$ cat src/rtl/mod_down_counter_load.sv
// rtl/mod_down_counter_load.sv - loadable modulo down-counter with IDLE/RUN/EXPIRED control FSM
// Define MOD_DOWN_COUNTER_ONESHOT_EN to stop in EXPIRED after the terminal count instead of reloading.
module mod_down_counter_load #(
  parameter  int FINAL_VALUE = 9,
  localparam int BITS        = $clog2(FINAL_VALUE + 1)
) (
  input  logic            clk,
  input  logic            reset_n,
  input  logic            start,
  input  logic            enable,
  input  logic            load,
  input  logic [BITS-1:0] load_value,
  output logic [BITS-1:0] Q,
  output logic            zero,
  output logic            borrow,
  output logic            busy
);

  localparam logic [1:0] S_IDLE    = 2'd0;
  localparam logic [1:0] S_RUN     = 2'd1;
  localparam logic [1:0] S_EXPIRED = 2'd2;

  localparam logic [BITS-1:0] L_FINAL = BITS'(FINAL_VALUE);
  localparam logic [BITS-1:0] L_ONE   = BITS'(1);

  logic [1:0]      r_state;
  logic [1:0]      w_state_nxt;
  logic [BITS-1:0] r_q;
  logic [BITS-1:0] w_q_nxt;
  logic [BITS-1:0] w_load_sat;
  logic            r_borrow;
  logic            r_busy;
  logic            w_terminal;

  // Out-of-range load values clamp so Q never exceeds the modulus.
  assign w_load_sat = (load_value > L_FINAL) ? L_FINAL : load_value;

  // A load in the same cycle wins and suppresses the terminal-count pulse.
  assign w_terminal = (r_state == S_RUN) && enable && !load && (r_q == '0);

  always_comb begin
    w_state_nxt = r_state;
    w_q_nxt     = r_q;

    if (load) begin
      w_q_nxt = w_load_sat;
    end else if ((r_state == S_RUN) && enable) begin
      if (r_q != '0) begin
        w_q_nxt = r_q - L_ONE;
      end else begin
`ifdef MOD_DOWN_COUNTER_ONESHOT_EN
        w_q_nxt = '0;
`else
        w_q_nxt = L_FINAL;
`endif
      end
    end

    case (r_state)
      S_IDLE: begin
        if (start) begin
          w_state_nxt = S_RUN;
        end
      end
      S_RUN: begin
`ifdef MOD_DOWN_COUNTER_ONESHOT_EN
        if (w_terminal) begin
          w_state_nxt = S_EXPIRED;
        end
`else
        w_state_nxt = S_RUN;
`endif
      end
      S_EXPIRED: begin
        if (load) begin
          w_state_nxt = S_RUN;
        end
      end
      default: begin
        w_state_nxt = S_IDLE;
      end
    endcase
  end

  always_ff @(posedge clk or negedge reset_n) begin
    if (!reset_n) begin
      r_state  <= S_IDLE;
      r_q      <= L_FINAL;
      r_borrow <= 1'b0;
      r_busy   <= 1'b0;
    end else begin
      r_state  <= w_state_nxt;
      r_q      <= w_q_nxt;
      r_borrow <= w_terminal;
      r_busy   <= (w_state_nxt == S_RUN);
    end
  end

  assign Q      = r_q;
  assign zero   = (r_q == '0);
  assign borrow = r_borrow;
  assign busy   = r_busy;

endmodule
$ cat config.mk
export PLATFORM = sky130hd
export DESIGN_NAME = mod_down_counter_load
export DESIGN_NICKNAME = d
export VERILOG_FILES = /design/src/rtl/mod_down_counter_load.sv
export SDC_FILE = /design/constraint.sdc
export NUM_CORES = 1
export LEC_CHECK = 0
export CAP_MARGIN = 0
export CORE_AREA = 4 4 41 43
export CTS_CLUSTER_SIZE = 25
export DETAILED_ROUTE_END_ITERATION = 16
export DIE_AREA = 0 0 45 47
export PLACE_DENSITY = 0.66
export SETUP_SLACK_MARGIN = 0.3
export SLEW_MARGIN = 0
export SYNTH_ARGS = -nofsm -noshare
export SYNTH_HDL_FRONTEND = slang
export SYNTH_SLANG_ARGS = --single-unit
$ cat constraint.sdc
create_clock -name clk -period 1.6 [get_ports clk]
set_input_delay 0.4 -clock clk [delete_from_list [all_inputs] [get_ports clk]]
set_output_delay 0.4 -clock clk [all_outputs]
set_load 0.01 [all_outputs]
==> impl_metrics.tcl <==
set metrics [dict create \
    status "complete, no violations" \
    fp.dieW_um 45 \
    worst_slew_pin_slew_ns 0.3783 \
    maxSlewViolCount 0 \
    fin_crit_sh_pct 89.53 \
    cts_tree "yes" \
    synth_area_um2 405.4 \
    netlist_instances 38 \
    cts_buffers 3 \
    r2r_setup_slack_ns 0.34 \
    place.gp.congestion 0.7296 \
    power_uw 551.4 \
    antenna_found_initial 0 \
    wl_um 958 \
    dr.pass1.iters 3 \
    grt_use_total_pct 10.84 \
    syn-num-nets 47 \
    finClkSkew_ns 0.006591 \
    dp_hpwl_um 722.4 \
    num_rows 13 \
    grt_pass1_vias 362 \
    path_class "flip-flop to output port" \
    viasPerCell 5.090 \
    clock_latency_ns 0.25 \
    grt_pass1_wl_um 1566 \
    drcViolationCount 0 \
    syn2layout_area_growth_pct 63.89 \
    nFillCells 129 \
    cp-end-kind "output port" \
    min_period_ns 1.432 \
    dpl_cell_area_um2 600.6 \
    multi_input_area_um2 191.4 \
    drt-initial-drc-count 4 \
    start_util_pct 31.15 \
    cts_buffer_depth 2 \
    synth_cell_types 23 \
    grt_overflow 0 \
    syn_avg_cell_area_um2 10.67 \
    p_leak_nw 0.2897 \
    clock-sinks 8 \
    fp.dieH_um 47 \
    insertedDiodeCount 0 \
    max_cap_viol_count 0 \
    htree_levels 1 \
    cts.clk_slew.worst_paths_ns 0.06 \
    crit_arrival_ns 1.03 \
    wl_per_cell_um 12.28 \
    grt_start_max_net_pins 9 \
    drtAntennaViolNets 0 \
    num_vias 397 \
    yosysSeqAreaShare_pct 50.00 \
    slew_headroom_pct 74.70 \
    fin_tns_setup_ns 0 \
    drive_gt1_share_pct 39.68 \
    yosys_register_bits 8 \
    hold_violations 0 \
    rsz0062_at_grt "yes" \
    hold_class "input port to asynchronous set/reset pin" \
    required_ns 1.20 \
    start_kind "flip-flop" \
    yosys_warnings 0 \
    ioPinCount 16 \
    final_area_um2 664.4 \
    io_buffers 15 \
    setup_viol 0 \
    die_area_mm2 0.002115 \
    peakVddDrop_v 0.0006253 \
    p_per_area_mw_per_mm2 829.9 \
    max_freq_mhz 698.1 \
    cp_max_fo 3 \
    seq_area_um2 202.7 \
    finalNetCount 74 \
    core-area_mm2 0.001301 \
    cts_root_buf "clkbuf_4" \
]
==> final timing paths <==
check,depth (start not counted),end,start
worst max-delay path,2,zero,Q[3]
worst min-delay path,1,r_state[1],reset_n
worst max register to register,4,Q[3],Q[0]
worst min register to register,1,r_state[1],r_state[0]
max in group asynchronous,1,Q[3],reset_n
min in group clk,1,r_state[1],r_state[0]
==> worst max-delay path, stage by stage (launching register included) <==
cell	delay, ns
dfstp_2	0.38
nor4_2	0.24
buf_2	0.16
==> cells in the final DEF, fill, tap and decap left out, types with 2 or more instances in the layout <==
| master | count |
|---|---|
| clkdlybuf4s50_1 | 8 |
| buf_4 | 7 |
| dfrtp_1 | 6 |
| buf_6 | 5 |
| inv_1 | 4 |
| nand3_1 | 3 |
| clkbuf_4 | 3 |
| dfstp_2 | 2 |
| o21ai_0 | 2 |
| o31a_2 | 2 |
| nor2_1 | 2 |
| a21oi_1 | 2 |
| clkdlybuf4s15_1 | 2 |
==> where the power goes <==
part | internal, mW | leakage [nW] | switching, mW
combinational | 0.0963 | 0.185 | 0.0684
clock | 0.0858 | 0.0138 | 0.0680
sequential | 0.221 | 0.0912 | 0.0120
total | 0.403 | 0.290 | 0.148
==> Yosys cell counts (all sizes together) <==
cell type | count | share of area, %
nand3b | 1 | 1.9
a311o | 1 | 2.5
nor4 | 1 | 1.5
a41oi | 1 | 2.2
o21a | 1 | 1.9
a21oi | 2 | 2.5
dfrtp | 6 | 37
o211ai | 1 | 1.9
inv | 4 | 3.7
nor2 | 2 | 1.9
and3b | 1 | 2.2
nand2 | 1 | 0.93
dfstp | 2 | 13
nand3 | 3 | 3.7
o2111ai | 1 | 2.2
xnor2 | 1 | 2.2
buf | 1 | 2.8
o31a | 2 | 4.9
a21o | 1 | 2.2
nor3b | 1 | 1.9
o21ai | 3 | 3.7
o221ai | 1 | 3.7
==> metrics by stage <==
| step | setup WS, ns | std cells | util [%] | hold slack [ns] |
|---|---|---|---|---|
| floorplan | 0.3166 | 38 | - | 0.1044 |
| global placement | 0.01264 | 72 | 46.15 | 0.5093 |
| detailed placement | 0.01004 | 72 | 46.15 | 0.5169 |
| CTS | 0.1496 | 77 | 48.46 | 0.4309 |
| global route | 0.1290 | 78 | 51.06 | 0.4310 |
| finish | 0.1675 | 78 | 51.06 | 0.4305 |
==> area by class of cell <==
cell class	instances	area share (%)
timing repair buffer	23	32.20
sequential	8	30.51
clock buffer	3	3.390
inverter	4	2.260
tap	15	2.825
multi-input combinational	25	28.81
==> routing by layer <==
| layer | GRT usage [%] | part of all wire, % | up-vias |
|---|---|---|---|
| met5 | 0 | 0 | - |
| met4 | 1.754 | 0 | 0 |
| met3 | 7.663 | 7.7 | 0 |
| met2 | 16.95 | 46 | 14 |
| met1 | 12.35 | 46 | 187 |
| li1 | - | - | 196 |
==> cells by family (layout without fill, tap and decap cells) <==
family / count (synthesis) / count (layout) / synth area share [%]
flip-flops: 8 / 8 / 50.00
AND/OR/NAND/NOR: 10 / 10 / 13.89
buffers and inverters: 5 / 30 / 6.480
AO/OA/AOI/OAI: 14 / 14 / 27.47
XOR/XNOR: 1 / 1 / 2.161
==> state kept, by name, summed over array words and instances, names as in the netlist <==
register  cells
borrow        1
Q             4
busy          1
r_state       2
==> repair_timing <==
action | CTS | global route
setup endpoints to repair | 8 | 9
hold buffers | 0 | 0
pin swaps | 1 | 2
gates resized for setup | 27 | 6
cloned | 0 | 0
buffers inserted | 2 | 1
No activity file was read; power rests on OpenSTA's default activity.
